==> config.mk <==
export PLATFORM = sky130hd
export DESIGN_NAME = taxi_reset_seq
export DESIGN_NICKNAME = d
export VERILOG_FILES = /design/src/rtl/taxi_reset_seq.sv
export SDC_FILE = /design/constraint.sdc
export NUM_CORES = 1
export LEC_CHECK = 0
export CAP_MARGIN = 20
export CORE_AREA = 2 2 57 59
export CTS_BUF_LIST = sky130_fd_sc_hd__clkbuf_8
export DETAILED_ROUTE_END_ITERATION = 8
export DIE_AREA = 0 0 59 61
export HOLD_SLACK_MARGIN = 0.1
export PLACE_DENSITY_LB_ADDON = 0.05
export SLEW_MARGIN = 30
export SYNTH_ARGS = -nofsm -noshare
export SYNTH_HDL_FRONTEND = slang
export SYNTH_SLANG_ARGS = --single-unit
export TNS_END_PERCENT = 1
==> constraint.sdc <==
create_clock -name clk -period 1.5 [get_ports clk]
set_input_delay 0.3 -clock clk [delete_from_list [all_inputs] [get_ports clk]]
set_output_delay 0.3 -clock clk [all_outputs]
set_load 0.005 [all_outputs]
==> src/rtl/taxi_reset_seq.sv <==
// Power-on reset sequencer: waits for a stable clock-source lock, holds, then
// releases rst_out bits one at a time (bit 0 first) and counts aborted sequences.
`timescale 1ns/1ps
module taxi_reset_seq #(
   parameter int N_OUT       = 4,
   parameter int HOLD_CYCLES = 16,
   parameter int STEP_CYCLES = 8,
   parameter int SYNC_N      = 2
) (
   input  logic             clk,
   input  logic             rst,
   input  logic             lock,
   input  logic             sw_rst,
   output logic [N_OUT-1:0] rst_out,
   output logic             done,
   output logic [7:0]       restart_cnt
);

   localparam int HW = $clog2(HOLD_CYCLES + 1);
   localparam int SW = $clog2(STEP_CYCLES + 1);
   localparam int IW = (N_OUT > 1) ? $clog2(N_OUT) : 1;

   typedef enum logic [1:0] {WAIT_LOCK, HOLD, RELEASE, RUN} state_t;

   // rst asserts immediately; its release is retimed to clk before reaching the logic
   logic [1:0] rst_sync_q;
   logic       rst_int;

   always_ff @(posedge clk or posedge rst) begin
      if (rst) rst_sync_q <= 2'b11;
      else     rst_sync_q <= {rst_sync_q[0], 1'b0};
   end

   assign rst_int = rst_sync_q[1];

   logic [SYNC_N-1:0] lock_sync_q;
   logic              lock_s;

   always_ff @(posedge clk or posedge rst_int) begin
      if (rst_int) lock_sync_q <= '0;
      else         lock_sync_q <= {lock_sync_q[SYNC_N-2:0], lock};
   end

   assign lock_s = lock_sync_q[SYNC_N-1];

   state_t            state_q, state_d;
   logic [HW-1:0]     hold_cnt_q, hold_cnt_d;
   logic [SW-1:0]     step_cnt_q, step_cnt_d;
   logic [IW-1:0]     rel_idx_q, rel_idx_d;
   logic [N_OUT-1:0]  rst_out_q, rst_out_d;
   logic              done_q, done_d;
   logic [7:0]        restart_cnt_q, restart_cnt_d;

   always_ff @(posedge clk or posedge rst_int) begin
      if (rst_int) begin
         state_q       <= WAIT_LOCK;
         hold_cnt_q    <= '0;
         step_cnt_q    <= '0;
         rel_idx_q     <= '0;
         rst_out_q     <= '1;
         done_q        <= 1'b0;
         restart_cnt_q <= 8'd0;
      end else begin
         state_q       <= state_d;
         hold_cnt_q    <= hold_cnt_d;
         step_cnt_q    <= step_cnt_d;
         rel_idx_q     <= rel_idx_d;
         rst_out_q     <= rst_out_d;
         done_q        <= done_d;
         restart_cnt_q <= restart_cnt_d;
      end
   end

   always_comb begin
      state_d       = state_q;
      hold_cnt_d    = hold_cnt_q;
      step_cnt_d    = step_cnt_q;
      rel_idx_d     = rel_idx_q;
      rst_out_d     = rst_out_q;
      done_d        = done_q;
      restart_cnt_d = restart_cnt_q;

      // Abort outranks any release scheduled for the same edge
      if (state_q != WAIT_LOCK && (!lock_s || sw_rst)) begin
         state_d    = WAIT_LOCK;
         hold_cnt_d = '0;
         step_cnt_d = '0;
         rel_idx_d  = '0;
         rst_out_d  = '1;
         done_d     = 1'b0;
         if ((state_q == RELEASE || state_q == RUN) && restart_cnt_q != 8'hFF)
            restart_cnt_d = restart_cnt_q + 8'd1;
      end else begin
         case (state_q)
            WAIT_LOCK: begin
               if (lock_s && !sw_rst) state_d = HOLD;
            end
            HOLD: begin
               if (hold_cnt_q == HW'(HOLD_CYCLES - 1)) begin
                  hold_cnt_d   = '0;
                  rst_out_d[0] = 1'b0;
                  if (N_OUT == 1) begin
                     state_d = RUN;
                     done_d  = 1'b1;
                  end else begin
                     state_d   = RELEASE;
                     rel_idx_d = IW'(1);
                  end
               end else begin
                  hold_cnt_d = hold_cnt_q + HW'(1);
               end
            end
            RELEASE: begin
               if (step_cnt_q == SW'(STEP_CYCLES - 1)) begin
                  step_cnt_d           = '0;
                  rst_out_d[rel_idx_q] = 1'b0;
                  if (rel_idx_q == IW'(N_OUT - 1)) begin
                     state_d = RUN;
                     done_d  = 1'b1;
                  end else begin
                     rel_idx_d = rel_idx_q + IW'(1);
                  end
               end else begin
                  step_cnt_d = step_cnt_q + SW'(1);
               end
            end
            RUN: begin
            end
            default: state_d = WAIT_LOCK;
         endcase
      end
   end

   assign rst_out     = rst_out_q;
   assign done        = done_q;
   assign restart_cnt = restart_cnt_q;

endmodule

# Yosys cells after proc, flatten, opt, wreduce, memory -nomap -nowiden
# Index checks and enable logic that the tools add are counted.
[classes]
addsub = 4
n_mul = 0
div_mod_pow = 0
magnitude_cmp = 2
n_eq_ne = 12
shift = 0
n_mux = 28
bitwise_logic = 2
n_reduce_logical = 22
[ops]
columns = ["operator", "n"]
rows = [
  ["4-bit two-way mux", 5],
  ["2-bit two-way mux", 9],
  ["5-bit two-way mux", 3],
  ["2-bit nonzero test", 5],
  ["3-bit inequality test, second input constant", 3],
  ["8-bit by 1-bit adder with 8-bit output, second input constant", 1],
  ["8-bit inequality test, second input constant", 1],
  ["2-bit == test, second input constant", 3],
  ["1-bit two-way mux", 6],
  ["3-bit by 2-bit inequality test with 1-bit output, second input constant", 2],
  ["2-bit one-hot mux with 3 select lines", 1],
  ["3-bit AND reduction", 2],
  ["5-bit by 1-bit adder with 5-bit output, second input constant", 1],
  ["5-bit by 4-bit == test with 1-bit output, second input constant", 1],
  ["5-bit AND reduction", 1],
  ["4-bit by 1-bit adder with 4-bit output, second input constant", 1],
  ["4-bit bitwise AND", 1],
  ["4-bit by 3-bit == test with 1-bit output, second input constant", 1],
  ["1-bit logical AND", 4],
  ["4-bit NOT", 1],
  ["2-bit one-hot mux with 2 select lines", 1],
  ["2-bit AND reduction", 2],
  ["4-bit AND reduction", 1],
  ["4-bit nonzero test", 1],
  ["11 further kinds", 13],
]
[word_totals]
ff_bits = 30
latchBits = 0
mem_bits_rw = 0
romBits = 0
input_bits = 4
out_inout_bits = 13
word_cells = 80
memories = 0

# Depth between registers and ports, before layout
# Gate-level depths: netlist of the first run.
[depth]
depth_word = 9
ltp_mapped = 8
depth_no_buf = 7

# Worst setup path before layout of the first run
# OpenSTA, ideal clock, no wires.
[synth_timing]
kind = "register to register"
from = "reg state_q[0]"
to = "reg restart_cnt_q[6], in the netlist restart_cnt[6]"
arrival_time_ns = 1.540
required_ns = 1.377
setup_slack_ns = -0.163
stages_incl_launch_ff = 9
path_buffers = 1
period_less_slack_ns = 1.663
path_cell_list = "dfrtp_1 inv_1 ha_1 buf_6 or2_1 o2111a_2 and3_4 nand4_1 xnor2_1"
[synth_between]
elab_chain_len = 4
[synth_lines]
columns = ["item", "line", "text"]
rows = [
  ["start: declaration", "46", "state_t state_q, state_d;"],
  ["start signal: assignment", "64", "state_q <= state_d;"],
  ["2-bit == test", "91", "if ((state_q == RELEASE || state_q == RUN) && restart_cnt_q != 8'hFF)"],
  ["1-bit logical OR", "91", ""],
  ["1-bit logical AND", "91", ""],
  ["2-bit AND reduction (no line) *", "-", ""],
  ["end signal: assignment", "70", "restart_cnt_q <= restart_cnt_d;"],
  ["end: declaration", "52", "logic [7:0] restart_cnt_q, restart_cnt_d;"],
]
# Every way passes the cells marked *; elsewhere a longest branch is shown, timed or not.
# A chain may end at the register's enable or synchronous reset.

# Final worst setup path of the first run
[layout_timing]
from = "reg state_q[0]"
to = "reg state_q[1]"
[layout_between]
elab_chain_len = 4
[layout_lines]
columns = ["item", "line", "text"]
rows = [
  ["2-bit nonzero test", "84", "if (state_q != WAIT_LOCK && (!lock_s || sw_rst)) begin"],
  ["1-bit logical AND", "84", ""],
  ["3-bit inequality test (no line) (tied with other cells)", "-", ""],
  ["5-bit AND reduction (no line)", "-", ""],
]
# Several ways; a longest one is shown, not always the timed one.

==> flow_metrics.env, run 1 <==
export IMPL_outcome="finished with violations"
export IMPL_violations="setup timing"
export IMPL_die_h_um=61
export IMPL_layout_cells_non_filler=247
export IMPL_rrSetupSlack_ns=-0.13
export IMPL_crit_path_start_kind="flop"
export IMPL_num_io_pins=17
export IMPL_start_util_pct=53.69
export IMPL_setup_viol=12
export IMPL_finalClockSkew_ns=0.007866
export IMPL_synth_top_family_by_area="simple AND/OR/NAND/NOR gates"
export IMPL_tns_ns=-0.9186
export IMPL_grt_pass1_wl_um=5837
export IMPL_synth_yosys_seq_area_share_pct=47.83
export IMPL_ir_drop_uv=944.3
export IMPL_path_class="flop to flop"
export IMPL_synth_most_common_cell="dfrtp_1"
export IMPL_leakagePower_nw=1.108
export IMPL_antenna_found_initial=0
export IMPL_synth_net_count=168
export IMPL_first_iter_violations=41
export IMPL_grt_max_degree=29
export IMPL_hold_violations=0
export IMPL_cp_endpoint="state_q[1]"
export IMPL_synth_compound_area_share_pct=14.76
export IMPL_maxCapViolations=0
export IMPL_syn_area_per_cell_sq_um=10.43
export IMPL_drive_gt1_share_pct=37.85
export IMPL_wl_um=3357
export IMPL_ys_ff_latch=30
export IMPL_worst_setup_path_end_kind="flop"
export IMPL_synth_async_reset_ratio_pct=100.0
export IMPL_p_seq_share_pct=29.8
export IMPL_h_tree_depth=2
export IMPL_yosys_area_top_type_share_pct=37.88
export IMPL_dieWidth_um=59
export IMPL_syn_area_sq_um=1585
export IMPL_whs_ns=0.3041
export IMPL_synth_cells=152
export IMPL_synth_top_area_cell="dfrtp_1"
export IMPL_swShare_pct=36.96
export IMPL_num_vias=1339
export IMPL_cts_tree="built"
export IMPL_timing_rr_start="state_q[0]"
export IMPL_firstDrtPassIters=4
export IMPL_die_area_sq_um=3599
export IMPL_vias_per_cell=5.421
export IMPL_crit_required_ns=1.67
export IMPL_synth_xor_area_share_pct=4.420
export IMPL_nNetsFinal=229
export IMPL_cts_buffers=5
export IMPL_final_min_clock_period_ns=1.629
export IMPL_p_int_mw=2.490
export IMPL_placedCellCount=237
export IMPL_crit_path_start="state_q[0]"
export IMPL_synth_edf_count=0
export IMPL_power_density_nw_per_um2=1792
export IMPL_r2r_end="state_q[1]"
export IMPL_synthMuxAreaShare_pct=2.605
export IMPL_worstPathArrival_ns=1.80
export IMPL_cts_sinks=30
export IMPL_total_power_mw=3.950
export IMPL_synth_top_flop_cell="dfrtp_1"
export IMPL_p_comb_share_pct=53.7
export IMPL_clkLatencyLatePin_ns=0.28
export IMPL_rsz0062_at_grt="true"
export IMPL_slew_violations=0
export IMPL_path_max_fanout=4
export IMPL_cts_root_buf="clkbuf_8"
export IMPL_hp_class="flop to async pin"
export IMPL_gp_congestion=0.9188
export IMPL_timing_fmax_ghz=0.6137
export IMPL_dp_hpwl_um=2548
export IMPL_antenna_left=0
export IMPL_grt_use_total_pct=22.07
export IMPL_power_switching_mw=1.460
export IMPL_synthTopCellsByArea="dfrtp_1 38%, dfstp_2 9.9%, ha_1 9.5%, nand2_1 4.5%, nor2_1 3.3%"
export IMPL_synth_fa_ha_area_share_pct=9.471
export IMPL_clkPwrFrac_pct=16.5
export IMPL_synth_simple_area_share_pct=16.34
export IMPL_synth_cell_types=41
export IMPL_cts_clk_slew_worst_paths_ns=0.06
export IMPL_wl_per_cell_um=13.59
export IMPL_worst_slack_ns=-0.1295
export IMPL_cts_hold_buf=0
export IMPL_clock_path_buffers=2
export IMPL_num_antenna_cells=0
export IMPL_port_buffers=16
export IMPL_grt_ovfl_total=0
export IMPL_min_period_over_period_pct=108.6
export IMPL_std_cell_rows=20
export IMPL_grt_pass1_vias=1365
export IMPL_r2r_cells=6
export IMPL_area_delta_synth_final_pct=39.07
export IMPL_yosysWarnings=0
export IMPL_coreArea_sq_um=2953
export IMPL_drcViolationCount=0
export IMPL_synthTopCellsByCount="24 x dfrtp_1, 19 x nand2_1, 14 x nor2_1, 12 x ha_1, 11 x inv_1"
-- final cells by class --
class / instances / area [sq um]
multi-input combinational: 108 / 809.5
timing repair buffer: 57 / 460.4
clock buffer: 6 / 82.58
sequential: 30 / 760.7
inverter: 11 / 41.29
tap: 33 / 41.29
clock inverter: 2 / 8.758
fill: 215 / 748.2
-- state kept, by name, indices dropped and copies added, names as in the netlist --
| signal | count |
|---|---|
| restart_cnt | 8 |
| hold_cnt_q | 5 |
| rst_out | 4 |
| step_cnt_q | 4 |
| lock_sync_q | 2 |
| rel_idx_q | 2 |
| rst_sync_q | 2 |
| state_q | 2 |
| done | 1 |
-- power groups by stage --
stage               logic (mW)  registers (mW)  clock network [mW]
global placement          1.97            1.17                   0
floorplan                0.987            1.22                   0
CTS                       2.07            1.17               0.673
finish                    2.12            1.18               0.652
global route              2.35            1.20               0.703
detailed placement        2.03            1.18                   0
-- stage by stage --
| step | worst slack (ns) | instance area (sq um) | util, % |
|---|---|---|---|
| after floorplan | -0.1070 | 1599 | - |
| after global placement | -0.2524 | 2066 | 69.96 |
| after detailed placement | -0.3000 | 2066 | 69.96 |
| after CTS | -0.1308 | 2181 | 73.86 |
| after global routing | -0.2442 | 2205 | 74.66 |
| final | -0.1295 | 2205 | 74.66 |
-- worst min path at each step --
stage | from | endpoint | slack, ns
5_1_grt | rst_sync_q[1] | state_q[0] | 0.35
3_3_place_gp | rst_sync_q[1] | lock_sync_q[1] | 0.32
2_1_floorplan | rst | rst_sync_q[0] | 0.21
4_1_cts | rst_sync_q[1] | state_q[0] | 0.32
3_5_place_dp | rst_sync_q[1] | lock_sync_q[0] | 0.33
6_report | rst_sync_q[1] | state_q[1] | 0.30
-- what timing repair did --
action	4_1_cts	5_1_grt
buffers inserted	0	2
pin swaps	9	7
gates resized for setup	26	4
hold endpoints to repair	0	0
setup endpoints to repair	30	24
-- logic make-up after synthesis --
group           after synthesis
compound gates               32
xor+xnor                      8
fa+ha+maj                    12
buf+inv                      14
flops                        30
mux                           4
other cells                   1
simple gates                 51
-- layer usage --
metal	routed length (um)	GRT usage [%]	up-vias
met4	67	11.69	0
met3	114	4.264	8
met1	1409	25.57	660
met5	0	0	-
li1	-	-	644
met2	1765	38.73	27
-- cells in the final DEF, fill, tap and decap left out, drive strengths merged, types with 2 or more instances in the layout --
cell type / synthesis / layout
buf: 3 / 41
dfrtp: 24 / 24
nand2: 19 / 19
nor2: 14 / 14
ha: 12 / 12
inv: 11 / 12
dlygate4sd2: 0 / 11
o21ai: 7 / 7
clkbuf: 0 / 6
dfstp: 6 / 6
a21oi: 6 / 6
nand3: 4 / 4
xor2: 4 / 4
xnor2: 4 / 4
a21o: 4 / 4
clkdlybuf4s50: 0 / 4
nand4: 4 / 4
mux2i: 3 / 3
a211oi: 3 / 3
nand4b: 2 / 2
o31ai: 2 / 2
a311oi: 2 / 2
and3: 2 / 2
-- critical path, cell delays in order (launching register included) --
cell,delay (ns)
dfrtp_1,0.43
inv_2,0.09
ha_4,0.18
buf_4,0.14
a211oi_2,0.27
nand2_1,0.14
a32o_2,0.27
No activity file was read; power rests on OpenSTA's default activity.
==> run 2: changes to the inputs <==
- REMOVE_ABC_BUFFERS: default -> 1
==> run 2 against run 1 <==
  * Power up 14%
  * Critical endpoint is now restart_cnt[6]
  * The run still ends with setup timing left
  * Die area unchanged
  * Non-clock buffer count up 7
  * Setup slack worse by 0.019 ns
  * Clock skew about the same
  * Global-route usage increased by 1.3 points
  * Highest routed layer unchanged
  * Maximum frequency decreased by 1.2%
  * Largest power group unchanged
==> flow_metrics.env, run 2 (synthesis gave the netlist of run 1 again) <==
export IMPL_port_buffers=16
export IMPL_drcViolationCount=0
export IMPL_maxCapViolations=0
export IMPL_met3_usage_pct=6.183
export IMPL_tns_ns=-1.409
export IMPL_rsz0062_at_grt="true"
export IMPL_placedCellCount=243
export IMPL_die_h_um=61
export IMPL_path_class="flop to flop"
export IMPL_std_cell_rows=20
export IMPL_dieWidth_um=59
export IMPL_finalClockSkew_ns=0.007582
export IMPL_clock_path_buffers=2
export IMPL_cp_common_cell="inv_2"
export IMPL_crit_path_start_kind="flop"
export IMPL_cts_buffers=5
export IMPL_wl_per_cell_um=15.39
export IMPL_dp_hpwl_um=2627
export IMPL_cts_hold_buf=0
export IMPL_firstDrtPassIters=4
export IMPL_wl_um=3909
export IMPL_num_io_pins=17
export IMPL_cts_sinks=30
export IMPL_antenna_left=0
export IMPL_grt_max_degree=19
export IMPL_grt_ovfl_total=0
export IMPL_setup_viol=18
export IMPL_gp_congestion=0.8807
export IMPL_timing_fmax_ghz=0.6065
export IMPL_cts_clk_slew_worst_paths_ns=0.06
export IMPL_slew_violations=0
export IMPL_crit_required_ns=1.67
export IMPL_final_cell_mix="45 x buf_4, 22 x dfrtp_1, 16 x nand2_1"
export IMPL_die_area_sq_um=3599
export IMPL_antenna_found_initial=0
export IMPL_drive_gt1_share_pct=45.25
export IMPL_coreArea_sq_um=2953
export IMPL_grt_use_total_pct=23.40
export IMPL_num_vias=1448
export IMPL_worst_setup_path_end_kind="flop"
export IMPL_min_period_over_period_pct=109.9
export IMPL_final_common_cell="buf_4"
export IMPL_nNetsFinal=236
export IMPL_use_met2_pct=38.57
export IMPL_num_antenna_cells=0
export IMPL_total_power_mw=4.489
export IMPL_n_fill_cell=201
export IMPL_dp_worst_setup_slack_ns=-0.3429
export IMPL_whs_ns=0.2540
export IMPL_cts_tree="built"
export IMPL_cts_root_buf="clkbuf_8"
export IMPL_area_delta_synth_final_pct=49.41
export IMPL_hold_violations=0
export IMPL_first_iter_violations=71
export IMPL_max_stage_delay_ns=0.45
export IMPL_path_cells="inv_2 -> ha_2 -> inv_2 -> o2111a_2 -> and3_4 -> nand4_1 -> xnor2_1"
export IMPL_clkLatencyLatePin_ns=0.28
export IMPL_vias_per_cell=5.701
export IMPL_ir_drop_uv=1224
export IMPL_leakagePower_nw=1.138
export IMPL_h_tree_depth=2
export IMPL_power_density_nw_per_um2=1895
export IMPL_layout_cells_non_filler=254
export IMPL_worstPathArrival_ns=1.82
export IMPL_grt_busiest_layer="met2"
export IMPL_start_util_pct=53.69
export IMPL_grt_pass1_wl_um=6210
export IMPL_final_min_clock_period_ns=1.649
export IMPL_violations="setup timing"
export IMPL_slowest_stage="dfrtp_2"
export IMPL_rrSetupSlack_ns=-0.15
export IMPL_outcome="finished with violations"
export IMPL_worst_slack_ns=-0.1488
export IMPL_seq_area_sq_um=760.7
export IMPL_multiInputGateArea_sq_um=893.4
export IMPL_grt_met1_usage_pct=28.21
export IMPL_largest_reg_flops=8
export IMPL_grt_pass1_vias=1436
export IMPL_path_max_fanout=5
export IMPL_hp_class="flop to async pin"
run 2: cell count changes in the layout (fill, tap and decap cells not counted), sizes merged:
| cell | before | now |
|---|---|---|
| buf | 41 | 48 |
| bufinv | 0 | 1 |
| clkbuf | 6 | 5 |
| clkinv | 1 | 0 |
| dlygate4sd2 | 11 | 12 |
| dlymetal6s2s | 1 | 0 |
| inv | 12 | 13 |
run 2: layer usage:
layer / wire length (um) / part of all wire, %
met4: 83 / 2.1
met2: 2004 / 51
met3: 183 / 4.7
met5: 0 / 0
met1: 1638 / 42
run 2: layout make-up:
type / count / area share [%]
Clock buffer: 5 / 2.905
Sequential cell: 30 / 32.12
Timing Repair Buffer: 64 / 22.19
Tap cell: 33 / 1.743
Multi-Input combinational cell: 108 / 37.72
Clock inverter: 3 / 1.585
Inverter: 11 / 1.743
run 2: what timing repair did:
item / CTS / global route
setup buffers: 2 / 1
pin swaps: 10 / 8
endpoints found under the setup margin: 32 / 22
resized for setup: 35 / 19
endpoints found under the hold margin: 0 / 0
run 2: stage by stage:
| step | util, % | area [sq um] |
|---|---|---|
| after floorplan | - | 1558 |
| after global placement | 71.44 | 2110 |
| after detailed placement | 71.44 | 2110 |
| after CTS | 76.86 | 2270 |
| after global routing | 80.21 | 2369 |
| final | 80.21 | 2369 |
run 2: path summary, 6_finish.rpt:
check                                  to            from  cells past startpoint
setup / recovery           restart_cnt[6]      state_q[1]                      7
hold / removal                       done   rst_sync_q[1]                      1
hold reg to reg                      done   rst_sync_q[1]                      1
max in group asynchronous      rst_out[1]   rst_sync_q[1]                      2
setup reg to reg           restart_cnt[6]      state_q[1]                      7
min in group clk           lock_sync_q[1]  lock_sync_q[0]                      0
run 2: report_power, final:
part           switching (mW)  internal, mW  leakage [nW]
Combinational            1.24          1.29         0.700
Clock                   0.296         0.482        0.0607
Sequential              0.148          1.03         0.378
Total                    1.68          2.80          1.14
run 2: worst max-delay path, delay by kind of cell, from the launching register on:
family                   cells  cell delay (ns)
buffers and inverters        2             0.19
AND/OR/NAND/NOR              2             0.29
adder cells (fa/ha/maj)      1             0.20
AO/OA/AOI/OAI                1             0.27
XOR/XNOR                     1             0.13
flip-flops                   1             0.45
==> run 3: changes to the inputs <==
- CORE_AREA: 2 2 57 59 -> 2 2 54 56
- DIE_AREA: 0 0 59 61 -> 0 0 56 58
==> run 3 against run 2 <==
  * Non-clock buffer count is 1 lower
  * Power down 4.7%
  * Critical path type unchanged
  * Clock-buffer cell count increased by 1
  * First-iteration DRC count grew 7.0%
  * The flow still finishes with violations (setup timing)
  * Routed wire length is 4.6% higher
  * Critical path depth down 1
==> flow_metrics.env, run 3 (synthesis gave the netlist of run 1 again) <==
export IMPL_outcome="finished with violations"
export IMPL_violations="setup timing"
export IMPL_first_iter_violations=76
export IMPL_wl_met2_um=2096
export IMPL_setup_viol=21
export IMPL_clkPwrFrac_pct=14.9
export IMPL_rsz0062_at_grt="true"
export IMPL_cts_buffers=5
export IMPL_path_cells="ha_2 -> and3b_2 -> nand2_2 -> a211oi_4 -> o21ai_2 -> a32o_2"
export IMPL_clkLatencyLatePin_ns=0.28
export IMPL_wl_met1_um=1580
export IMPL_final_min_clock_period_ns=1.658
export IMPL_n_fill_cell=127
export IMPL_num_vias=1430
export IMPL_antenna_left=0
export IMPL_firstDrtPassIters=4
export IMPL_tns_ns=-1.654
export IMPL_wl_per_cell_um=16.42
export IMPL_p_comb_share_pct=57.5
export IMPL_path_max_fanout=5
export IMPL_min_period_over_period_pct=110.6
export IMPL_grt_pass1_vias=1401
export IMPL_total_power_mw=4.278
export IMPL_power_density_nw_per_um2=1843
export IMPL_r2r_cells=6
export IMPL_worst_path_buf_inv=0
export IMPL_start_util_pct=59.54
export IMPL_grt_max_degree=29
export IMPL_worst_slack_ns=-0.1583
export IMPL_die_h_um=58
export IMPL_grt_ovfl_total=0
export IMPL_swShare_pct=38.17
export IMPL_final_cell_mix="42 x buf_4, 23 x dfrtp_1, 16 x nand2_1"
export IMPL_cp_top_family="compound AO/OA/AOI/OAI gates"
export IMPL_worst_setup_path_end_kind="flop"
export IMPL_cts_sinks=30
export IMPL_wl_um=4088
export IMPL_crit_required_ns=1.67
export IMPL_worstPathArrival_ns=1.82
export IMPL_cts_tree="built"
export IMPL_gp_congestion=0.9087
export IMPL_dieWidth_um=56
export IMPL_largest_reg_flops=8
export IMPL_leakagePower_nw=1.131
export IMPL_slew_violations=0
export IMPL_grt_pass1_wl_um=6755
export IMPL_top_layer_used="met4"
export IMPL_crit_path_start_kind="flop"
export IMPL_antenna_found_initial=0
export IMPL_drcViolationCount=0
export IMPL_dp_hpwl_um=2630
export IMPL_p_int_mw=2.645
export IMPL_maxCapViolations=0
export IMPL_finalClockSkew_ns=0.005060
export IMPL_ir_drop_uv=1456
export IMPL_drive_gt1_share_pct=43.58
export IMPL_timing_fmax_ghz=0.6030
export IMPL_vias_per_cell=5.743
export IMPL_p_seq_share_pct=27.6
export IMPL_num_io_pins=17
export IMPL_nNetsFinal=235
export IMPL_cts_clk_slew_worst_paths_ns=0.06
export IMPL_h_tree_depth=2
export IMPL_power_switching_mw=1.633
export IMPL_layout_cells_non_filler=249
export IMPL_max_stage_delay_ns=0.36
export IMPL_hold_violations=0
export IMPL_final_common_cell="buf_4"
export IMPL_post_dp_cell_area_sq_um=2072
export IMPL_cts_root_buf="clkbuf_8"
export IMPL_placedCellCount=238
export IMPL_wl_met3_um=217
export IMPL_die_area_sq_um=3248
export IMPL_num_antenna_cells=0
export IMPL_std_cell_rows=19
export IMPL_grt_use_total_pct=27.43
export IMPL_clock_path_buffers=2
export IMPL_path_class="flop to flop"
export IMPL_design_area_sq_um=2321
export IMPL_coreArea_sq_um=2663
export IMPL_port_buffers=16
export IMPL_hp_class="flop to async pin"
export IMPL_worst_path_stages=6
export IMPL_slowest_stage="dfrtp_1"
export IMPL_area_delta_synth_final_pct=46.41
[run 3: cell types whose count changed in the layout (fill, tap and decap cells not counted), sizes merged]
cell    delta
clkbuf     +1
bufinv     -1
inv        -2
buf        -1
[run 3: final timing paths]
check                              startpoint             end  slack (ns)
worst max-delay path            step_cnt_q[1]      state_q[1]       -0.16
worst min-delay path            rst_sync_q[1]  restart_cnt[3]        0.32
worst max register to register  step_cnt_q[1]      state_q[1]       -0.16
worst min register to register  rst_sync_q[1]  restart_cnt[3]        0.32
max in group asynchronous       rst_sync_q[1]      rst_out[2]        0.87
min in group clk                rst_sync_q[0]   rst_sync_q[1]        0.36
[run 3: power by group through the flow]
stage	Combinational, mW	Clock [mW]	Sequential (mW)
2_1_floorplan	0.957	0	1.21
3_3_place_gp	2.03	0	1.15
3_5_place_dp	2.10	0	1.17
4_1_cts	2.29	0.636	1.17
5_1_grt	2.66	0.668	1.21
6_report	2.46	0.635	1.18
[run 3: area by class of cell]
class	count	area [sq um]	area share, %
clock buffers	6	82.58	3.558
inverters	11	43.79	1.887
multi-input cells	108	879.6	37.90
flip-flops and latches	30	759.5	32.72
well taps	31	38.79	1.671
repair buffers	63	516.7	22.26
[run 3: stage by stage]
step / setup WS (ns) / hold slack [ns] / utilization, %
after global routing: -0.2214 / 0.3642 / 87.17
after CTS: -0.1239 / 0.3289 / 85.01
after detailed placement: -0.3801 / 0.3224 / 77.82
after global placement: -0.2991 / 0.3132 / 77.82
after floorplan: -0.2234 / 0.2115 / -
final: -0.1583 / 0.3230 / 87.17
[run 3: timing repair]
action	in CTS	in global routing
gates resized for setup	39	11
hold buffers	0	0
endpoints found under the setup margin	32	23
buffers inserted	3	2
endpoints found under the hold margin	0	0
pin swaps	11	10
[run 3: metal layers]
| layer | vias up | GRT usage [%] |
|---|---|---|
| met3 | 27 | 7.143 |
| met2 | 57 | 47.39 |
| met1 | 684 | 33.28 |
| li1 | 662 | - |
| met4 | 0 | 10.20 |
| met5 | - | 0 |
[run 3: worst register-to-register path, delay by kind of cell, from the launching register on]
family / cells / cell delay, ns
DFF: 1 / 0.36
and+or+nand+nor: 2 / 0.40
AOI/OAI and AO/OA: 3 / 0.61
adders and majority gates: 1 / 0.18
